`config.mk`:
```
export PLATFORM = sky130hd
export DESIGN_NAME = life_array_grid
export DESIGN_NICKNAME = d
export VERILOG_FILES = /design/src/rtl/life_array_grid.sv
export SDC_FILE = /design/constraint.sdc
export NUM_CORES = 1
export LEC_CHECK = 0
export CELL_PAD_IN_SITES_DETAIL_PLACEMENT = 0
export CELL_PAD_IN_SITES_GLOBAL_PLACEMENT = 1
export CORE_MARGIN = 5
export CORE_UTILIZATION = 48
export DETAILED_ROUTE_END_ITERATION = 6
export PLACE_DENSITY_LB_ADDON = 0.1
export SYNTH_ARGS = -nofsm -noshare
export SYNTH_HDL_FRONTEND = slang
export SYNTH_SLANG_ARGS = --single-unit
```
`constraint.sdc`:
```
create_clock -name clk -period 8.05 [get_ports clk]
set_clock_uncertainty 0.05 [all_clocks]
set_input_delay 2.0125 -clock clk [delete_from_list [all_inputs] [get_ports clk]]
set_output_delay 2.0125 -clock clk [all_outputs]
set_load 0.005 [all_outputs]
```
`src/rtl/life_array_grid.sv`:
```
`default_nettype none
// +--------------------------------------------------------------------------+
// | life_array_grid                                                          |
// | ROWS x COLS Conway's Life array: cell-by-cell load, run/step advance,    |
// | optional toroidal wrap, generation counter, extinct/still/osc2 flags.    |
// | Optional serial scan chain when LIFE_SCAN_EN is defined.                 |
// | Revision: 1.0 - initial release                                          |
// +--------------------------------------------------------------------------+
module life_array_grid #(
  parameter int ROWS  = 4,
  parameter int COLS  = 4,
  parameter int WRAP  = 0,
  parameter int GEN_W = 16
) (
  input  logic                     clk,
  input  logic                     reset,
  input  logic [$clog2(ROWS)-1:0]  row,
  input  logic [$clog2(COLS)-1:0]  col,
  input  logic                     val,
  input  logic                     write_enb,
  input  logic                     run,
  input  logic                     step,
  output logic [ROWS*COLS-1:0]     alive,
  output logic [GEN_W-1:0]         generation,
  output logic                     extinct,
  output logic                     still,
  output logic                     osc2
`ifdef LIFE_SCAN_EN
  ,
  input  logic                     scan_in,
  input  logic                     scan,
  output logic                     scan_out
`endif
);

  localparam int c_cells    = ROWS * COLS;
  localparam bit c_row_pow2 = ((1 << $clog2(ROWS)) == ROWS);
  localparam bit c_col_pow2 = ((1 << $clog2(COLS)) == COLS);

  logic [c_cells-1:0] r_alive;
  logic [c_cells-1:0] r_prev1;
  logic [GEN_W-1:0]   r_gen;
  logic               r_extinct;
  logic               r_still;
  logic               r_osc2;
  logic               r_step_d;

  logic [c_cells-1:0] w_next;
  logic [c_cells-1:0] w_wr_grid;
  logic               w_row_ok;
  logic               w_col_ok;
  logic               w_do_write;
  logic               w_advance;

  assign alive      = r_alive;
  assign generation = r_gen;
  assign extinct    = r_extinct;
  assign still      = r_still;
  assign osc2       = r_osc2;

  // Address range checks only matter when a dimension is not a power of two.
  if (c_row_pow2) begin : g_row_full
    assign w_row_ok = 1'b1;
  end else begin : g_row_chk
    assign w_row_ok = (int'(row) < ROWS);
  end

  if (c_col_pow2) begin : g_col_full
    assign w_col_ok = 1'b1;
  end else begin : g_col_chk
    assign w_col_ok = (int'(col) < COLS);
  end

  assign w_do_write = write_enb && w_row_ok && w_col_ok;
  assign w_advance  = !write_enb && (run || (step && !r_step_d));

  always_comb begin
    w_wr_grid = r_alive;
    for (int i = 0; i < c_cells; i++) begin
      if (i == (int'(col) * ROWS + int'(row))) begin
        w_wr_grid[i] = val;
      end
    end
  end

  // Neighbour wiring is resolved at elaboration; edge cells tie missing
  // neighbours low unless the grid is toroidal.
  for (genvar i = 0; i < c_cells; i++) begin : g_cell
    localparam int c_r = i % ROWS;
    localparam int c_c = i / ROWS;
    logic [7:0] w_nb;
    logic [3:0] w_cnt;

    for (genvar k = 0; k < 8; k++) begin : g_nb
      localparam int c_pos    = (k < 4) ? k : k + 1;
      localparam int c_rr_raw = c_r + (c_pos % 3) - 1;
      localparam int c_cc_raw = c_c + (c_pos / 3) - 1;
      localparam int c_rr     = (c_rr_raw + ROWS) % ROWS;
      localparam int c_cc     = (c_cc_raw + COLS) % COLS;
      localparam bit c_inside = (c_rr_raw >= 0) && (c_rr_raw < ROWS) &&
                                (c_cc_raw >= 0) && (c_cc_raw < COLS);
      if ((WRAP != 0) || c_inside) begin : g_link
        assign w_nb[k] = r_alive[c_cc*ROWS + c_rr];
      end else begin : g_edge
        assign w_nb[k] = 1'b0;
      end
    end

    always_comb begin
      w_cnt = 4'd0;
      for (int k = 0; k < 8; k++) begin
        w_cnt = w_cnt + {3'b000, w_nb[k]};
      end
    end

    assign w_next[i] = (w_cnt == 4'd3) || (r_alive[i] && (w_cnt == 4'd2));
  end

  always_ff @(posedge clk or posedge reset) begin
    if (reset) begin
      r_step_d <= 1'b0;
    end else begin
      r_step_d <= step;
    end
  end

  // Only one generation of history is needed: period-2 means next == gen n-1.
  always_ff @(posedge clk or posedge reset) begin
    if (reset) begin
      r_alive   <= '0;
      r_prev1   <= '0;
      r_gen     <= '0;
      r_extinct <= 1'b1;
      r_still   <= 1'b0;
      r_osc2    <= 1'b0;
    end
`ifdef LIFE_SCAN_EN
    else if (scan) begin
      r_alive   <= {scan_in, r_alive[c_cells-1:1]};
      r_extinct <= ({scan_in, r_alive[c_cells-1:1]} == '0);
      r_still   <= 1'b0;
      r_osc2    <= 1'b0;
    end
`endif
    else if (w_do_write) begin
      r_alive   <= w_wr_grid;
      r_prev1   <= w_wr_grid;
      r_gen     <= '0;
      r_extinct <= (w_wr_grid == '0);
      r_still   <= 1'b0;
      r_osc2    <= 1'b0;
    end else if (w_advance) begin
      r_alive   <= w_next;
      r_prev1   <= r_alive;
      r_gen     <= r_gen + GEN_W'(1);
      r_extinct <= (w_next == '0);
      r_still   <= (w_next == r_alive);
      r_osc2    <= (w_next == r_prev1) && (w_next != r_alive);
    end
  end

`ifdef LIFE_SCAN_EN
  assign scan_out = r_alive[0];
`endif

endmodule
`default_nettype wire

```
Yosys cells after proc, flatten, opt, wreduce, memory -nomap -nowiden
Index checks and enable logic that the tools add are counted.
Storage, ports and cells
  register bits: 52
  latch bits: 0
  RAM bits: 0
  ROM bits: 0
  bits of input ports: 10
  output and inout bits: 35
  word-level logic and storage cells: 194
  memories: 0
Cells by class
  add/sub/neg operators: 67
  multipliers: 0
  div/mod/pow operators: 0
  magnitude comparators: 0
  equal/unequal tests: 50
  shift-type cells: 0
  multiplexer cells: 28
  bitwise operators: 0
  reduce and logical (&&, ||, !) cells: 42
Operator list (number)
  == test 5 x 32 -> 1 bit (first input constant): 7
  == test 4 x 32 -> 1 bit (first input constant): 4
  adder 4 x 1 -> 4 bit: 29
  == test 4 x 2 -> 1 bit (second input constant): 26
  2-to-1 mux 16 bit: 6
  == test 3 x 32 -> 1 bit (first input constant): 2
  adder 3 x 1 -> 4 bit: 10
  adder 2 x 1 -> 3 bit: 13
  == test 16 bit: 2
  == test 2 x 32 -> 1 bit (first input constant): 1
  logical NOT 16 bit: 2
  logical NOT 32 bit: 1
  adder 1 x 1 -> 2 bit: 13
  2-to-1 mux 1 bit: 22
  logical AND 1 bit: 19
  == test 3 x 2 -> 1 bit (second input constant): 6
  logical OR 1 bit: 17
  adder 16 x 1 -> 16 bit (second input constant): 1
  inequality test 16 bit: 1
  adder 4 x 2 -> 5 bit: 1
  == test 4 x 5 -> 1 bit (first input constant): 1
  logical NOT 1 bit: 2
  nonzero test 2 bit: 1

Longest topological paths before layout
  depth after elaboration: 14
  depth in mapped cells: 14
  gate-level depth less buffers: 13

Least setup slack after synthesis
OpenSTA, ideal clock, no wires.
  kind: reg-to-reg
  from: reg r_alive[6], in the netlist alive[6]
  to: reg r_osc2, in the netlist osc2
  library setup time: 0.120 ns
  arrival time: 3.954 ns
  required time: 7.880 ns
  slack: 3.927 ns
  cell stages (with the launch flop): 14
  buffers on the path: 0
  period minus slack after synthesis: 4.123 ns
  cell sequence: dfrtp_1 inv_1 fa_1 fa_1 fa_1 inv_1 ha_1 fa_1 nor3b_1 a31oi_1 mux2i_1 nor4_1 nand4_1 a31o_1
On the way
  longest elaborated chain between the ends: 14
  elaborated cells on any way between the ends: 68
  those cells by class: 29 x add/sub; 18 x eq/ne; 2 x mux; 19 x reduce/logical
Ends and longest elaborated chain
  from (decl): line 40  | logic [c_cells-1:0] r_alive;
  from (signal assigned): line 146  | r_alive <= w_wr_grid;
  from (signal assigned): line 153  | r_alive <= w_next;
  adder 1 x 1 -> 2 bit: line 112  | w_cnt = w_cnt + {3'b000, w_nb[k]};
  adder 2 x 1 -> 3 bit: line 112
  adder 3 x 1 -> 4 bit: line 112
  adder 4 x 1 -> 4 bit (4 in a row): line 112
  == test 4 x 2 -> 1 bit: line 116  | assign w_next[i] = (w_cnt == 4'd3) || (r_alive[i] && (w_cnt == 4'd2));
  logical AND 1 bit: line 116
  logical OR 1 bit: line 116
  == test 16 bit / inequality test 16 bit (equally long branches): line 158  | r_osc2 <= (w_next == r_prev1) && (w_next != r_alive);
  logical AND 1 bit (*): line 158
  2-to-1 mux 1 bit (*): line 152  | end else if (w_advance) begin
  2-to-1 mux 1 bit (*): line 145  | else if (w_do_write) begin
  to (signal assigned): line 158
  to (decl): line 45  | logic r_osc2;
Every way passes the cells marked *; elsewhere a longest branch is shown, timed or not. The select of a mux whose other input is x is not followed.
A chain may end at the register's enable or synchronous reset.

Worst setup path after layout
  from: reg r_alive[9], in the netlist alive[9]
  to: reg r_osc2, in the netlist osc2
On the way
  longest elaborated chain between the ends: 12
  elaborated cells on any way between the ends: 62
  those cells by class: 23 x add/sub; 18 x eq/ne; 2 x mux; 19 x reduce/logical
Ends and longest elaborated chain (line)
  adder 3 x 1 -> 4 bit: 112
  adder 4 x 1 -> 4 bit (4 in a row): 112
  == test 4 x 2 -> 1 bit: 116
  logical AND 1 bit: 116
  logical OR 1 bit: 116
  == test 16 bit / inequality test 16 bit (equally long branches): 158
  logical AND 1 bit (*): 158
  2-to-1 mux 1 bit (*): 152
  2-to-1 mux 1 bit (*): 145
Marks and branches as above.

==> flow_summary_export.csv <==
group,metric,value,unit
routing,route.detailed.drc,0,
routing,initialDrtViolationCount,319,
yosys,synth_cells,546,
worst_setup_path,critical_path.max_fanout,12,
clock_network,cts.clk_slew.worst_paths,0.10,ns
floorplan,fp.dieH,110,um
worst_setup_path,r2r-start,"alive[9]$_DFFE_PP0P_",
outcome,result_of_the_run,"complete, no violations",
timing,final_setup_violation_count,0,
floorplan,ioPinCount,45,
worst_setup_path,critical_path.slowest_cell,"sky130_fd_sc_hd__dfrtp_1",
grt,first_global_vias,4067,
clock_network,clk-insertion-delay-late,0.32,ns
yosys,synth_top_area_share,0.267,
routing,routed_via_density,5.87,
yosys,synth_nets,616,
timing,final.min_clock_period,4.73,ns
hold_path,min-delay-start,"still$_DFFE_PP0P_",
clock_network,cts-root-to-sink-buffers,2,
grt,groute.usage.overall,0.243,
worst_setup_path,worst_ep_arrival_time,4.90,ns
grt,grt_max_degree,71,
final_layout,final.fill_count,906,
yosys,post_synth_num_cell_types,56,
timing,tightestPinTransition,0.877,ns
worst_setup_path,worst-setup-path-type,"reg -> reg",
worst_setup_path,critical_path.n_buffers_inverters,2,
clock_network,htree_num_levels,2,
worst_setup_path,path_delay_family,"adder cells",
worst_setup_path,timing.critical_path.from_type,"register",
worst_setup_path,critical_path.most_common_cell,"sky130_fd_sc_hd__fa_1",
yosys,synth_area_leaders,"sky130_fd_sc_hd__dfrtp_1 27%, sky130_fd_sc_hd__fa_1 15%, sky130_fd_sc_hd__ha_1 6.3%, sky130_fd_sc_hd__inv_1 4.5%, sky130_fd_sc_hd__nor2_1 4.5%",
grt,number_of_antenna_violations_at_the_first_check_in_global_routing,0,
final_layout,area_growth,13.0,%
routing,antenna_violation_net_count_after_detailed_routing,0,
yosys,synth.largest_area_cell,"sky130_fd_sc_hd__dfrtp_1",
flow_run,timing.max_cap.violations,0,
floorplan,die_x,110,um
final_layout,insertedDiodeCount,0,
floorplan,core_area,9770,um^2
clock_network,cts-buffers-inserted,5,
grt,grt_pass1_wl,22200,um
timing,maxSlewHeadroom,0.415,
floorplan,start_util,0.490,
yosys,synthFlopType,"sky130_fd_sc_hd__dfrtp_1",
grt,grt_overflow_total,0,
yosys,syn_avg_cell_area,8.77,um^2
timing,rsz0062_at_grt,"no",
timing,fmaxAchievable,0.212,GHz
place,gp_congestion,0.871,
timing,timing_max_transition_violations_final,0,
hold_path,worstHoldPathType,"reg -> reg",
yosys,yosys-top-cells-count,"58 x sky130_fd_sc_hd__inv_1, 57 x sky130_fd_sc_hd__nor2_1, 51 x sky130_fd_sc_hd__dfrtp_1",
clock_network,clock_tree_root_buffer_cell,"sky130_fd_sc_hd__clkbuf_8",
timing,final.setup.tns,0,ns
worst_setup_path,worstPathRequired,8.22,ns
worst_setup_path,worst_r2r_path_depth,13,
routing,routed_wirelength,13800,um
yosys,synth_most_common_cell,"sky130_fd_sc_hd__inv_1",
yosys,synth-seq-area-share,0.272,
hold_path,worst_hold_path.endpoint,"still$_DFFE_PP0P_",
final_layout,layout-drive-gt1-share,0.0362,
final_layout,multi_input_comb_area,3180,um^2
yosys,synth.yosys.warnings,0,
final_layout,fin_util,0.554,
floorplan,dieArea,12100,um^2
clock_network,cts_post_setup_buffers_inserted,0,
yosys,yosys_register_bits,52,
yosys,synth_enable_flop_cells,0,
routing,via_count,4184,
clock_network,clkSinkCount,52,
timing,hold_violations,0,
yosys,synth_area,4790,um^2
clock_network,post_cts.resized_instances,0,
routing,drt-pass1-iter-count,5,
worst_setup_path,crit_path_end_kind,"register",
worst_setup_path,worstReg2RegEnd,"osc2$_DFFE_PP0P_",
final_layout,num-nets-final,649,
place,hpwlAfterDp,10300,um
hold_path,timing.hold.worst_path_depth,2,
worst_setup_path,r2r_setup_slack,3.32,ns
place,placement.io_buffers,44,
worst_setup_path,critical_path_cell_by_cell,"inv_1, fa_1, fa_1, fa_1, inv_1, ha_1, fa_1, nor3b_1, a31oi_1, mux2i_1, nor4_1, nand4_1, a31o_1",
floorplan,rows,36,
routing,detail_route.wl_per_cell,19.4,um
yosys,ys_async_sr_fraction,1.00,
clock_network,holdBufCountCts,0,
timing,final_min_period_over_clock_period,0.587,
clock_network,cts_tree,"done",
final_layout,regArea,1300,um^2
worst_setup_path,critical_path_max_stage_delay,0.71,ns
per-layer routing:
layer,up-vias,global-route usage,share of wire
met1,2086,0.349,0.45
met5,-,0,0
met2,109,0.391,0.49
li1,1979,-,-
met4,0,0.0427,0.0095
met3,10,0.0399,0.052
registers in the layout, indices dropped and copies added, names as in the netlist:
register / cells
alive: 16
extinct: 1
generation: 16
osc2: 1
r_prev1: 16
r_step_d: 1
still: 1
layout by cell type, fill, tap and decap left out, types with 6 or more instances in the layout:
master and instances:
sky130_fd_sc_hd__dfrtp_1 51, sky130_fd_sc_hd__nor2_1 57, sky130_fd_sc_hd__clkdlybuf4s50_1 43, sky130_fd_sc_hd__o21ai_0 30
sky130_fd_sc_hd__a21oi_1 41, sky130_fd_sc_hd__nor2b_1 8, sky130_fd_sc_hd__or3_1 18, sky130_fd_sc_hd__ha_1 24
sky130_fd_sc_hd__nor4bb_1 8, sky130_fd_sc_hd__nand2_1 34, sky130_fd_sc_hd__nand2b_1 11, sky130_fd_sc_hd__nand4b_1 6
sky130_fd_sc_hd__nand3_1 6, sky130_fd_sc_hd__inv_1 57, sky130_fd_sc_hd__o21a_1 23, sky130_fd_sc_hd__nand4_1 13
sky130_fd_sc_hd__nor3_1 9, sky130_fd_sc_hd__xnor2_1 9, sky130_fd_sc_hd__xor2_1 6, sky130_fd_sc_hd__fa_1 36
sky130_fd_sc_hd__mux2i_1 12, sky130_fd_sc_hd__nor4_1 6, sky130_fd_sc_hd__nor4b_1 6
worst max-delay path by stage:
stage,from,cells after the start,to,slack [ns]
2_1_floorplan,alive[6]$_DFFE_PP0P_,13,osc2$_DFFE_PP0P_,3.93
3_3_place_gp,alive[5]$_DFFE_PP0P_,12,osc2$_DFFE_PP0P_,3.49
3_5_place_dp,alive[9]$_DFFE_PP0P_,13,osc2$_DFFE_PP0P_,3.43
4_1_cts,alive[9]$_DFFE_PP0P_,13,osc2$_DFFE_PP0P_,3.37
5_1_grt,alive[9]$_DFFE_PP0P_,13,still$_DFFE_PP0P_,3.17
6_report,alive[9]$_DFFE_PP0P_,13,osc2$_DFFE_PP0P_,3.32
tightest hold or removal path, stage by stage (launching register included):
cell and delay [ns]:
sky130_fd_sc_hd__dfrtp_1 0.38, sky130_fd_sc_hd__nand2_1 0.05, sky130_fd_sc_hd__o31ai_1 0.05
through the flow:
stage | area, um^2 | hold WS, ns | setup WS, ns | instances
4_1_cts | 5410 | 0.462 | 3.37 | 713
5_1_grt | 5410 | 0.505 | 3.17 | 713
3_3_place_gp | 5320 | 0.435 | 3.49 | 705
2_1_floorplan | 4790 | 0.420 | 3.93 | 546
6_report | 5410 | 0.464 | 3.32 | 713
3_5_place_dp | 5320 | 0.438 | 3.43 | 705
logic make-up after synthesis:
family	synth area share
buffers and inverters	0.0645
AOI/OAI and AO/OA	0.163
xor gates and xnor gates	0.0274
adders and majority gates	0.213
muxes	0.0298
and+or+nand+nor	0.230
DFF	0.272
cell type report:
cell class	count	area share
inverter	58	0.0402
clock inverter	2	0.00301
timing repair buffer	47	0.0846
tap	133	0.0308
clock buffer	6	0.0134
sequential	52	0.241
multi-input combinational	415	0.587
Power is left out: the tool's default activity adds up to more than one toggle a clock period on the data nets, which glitch-free logic cannot reach.
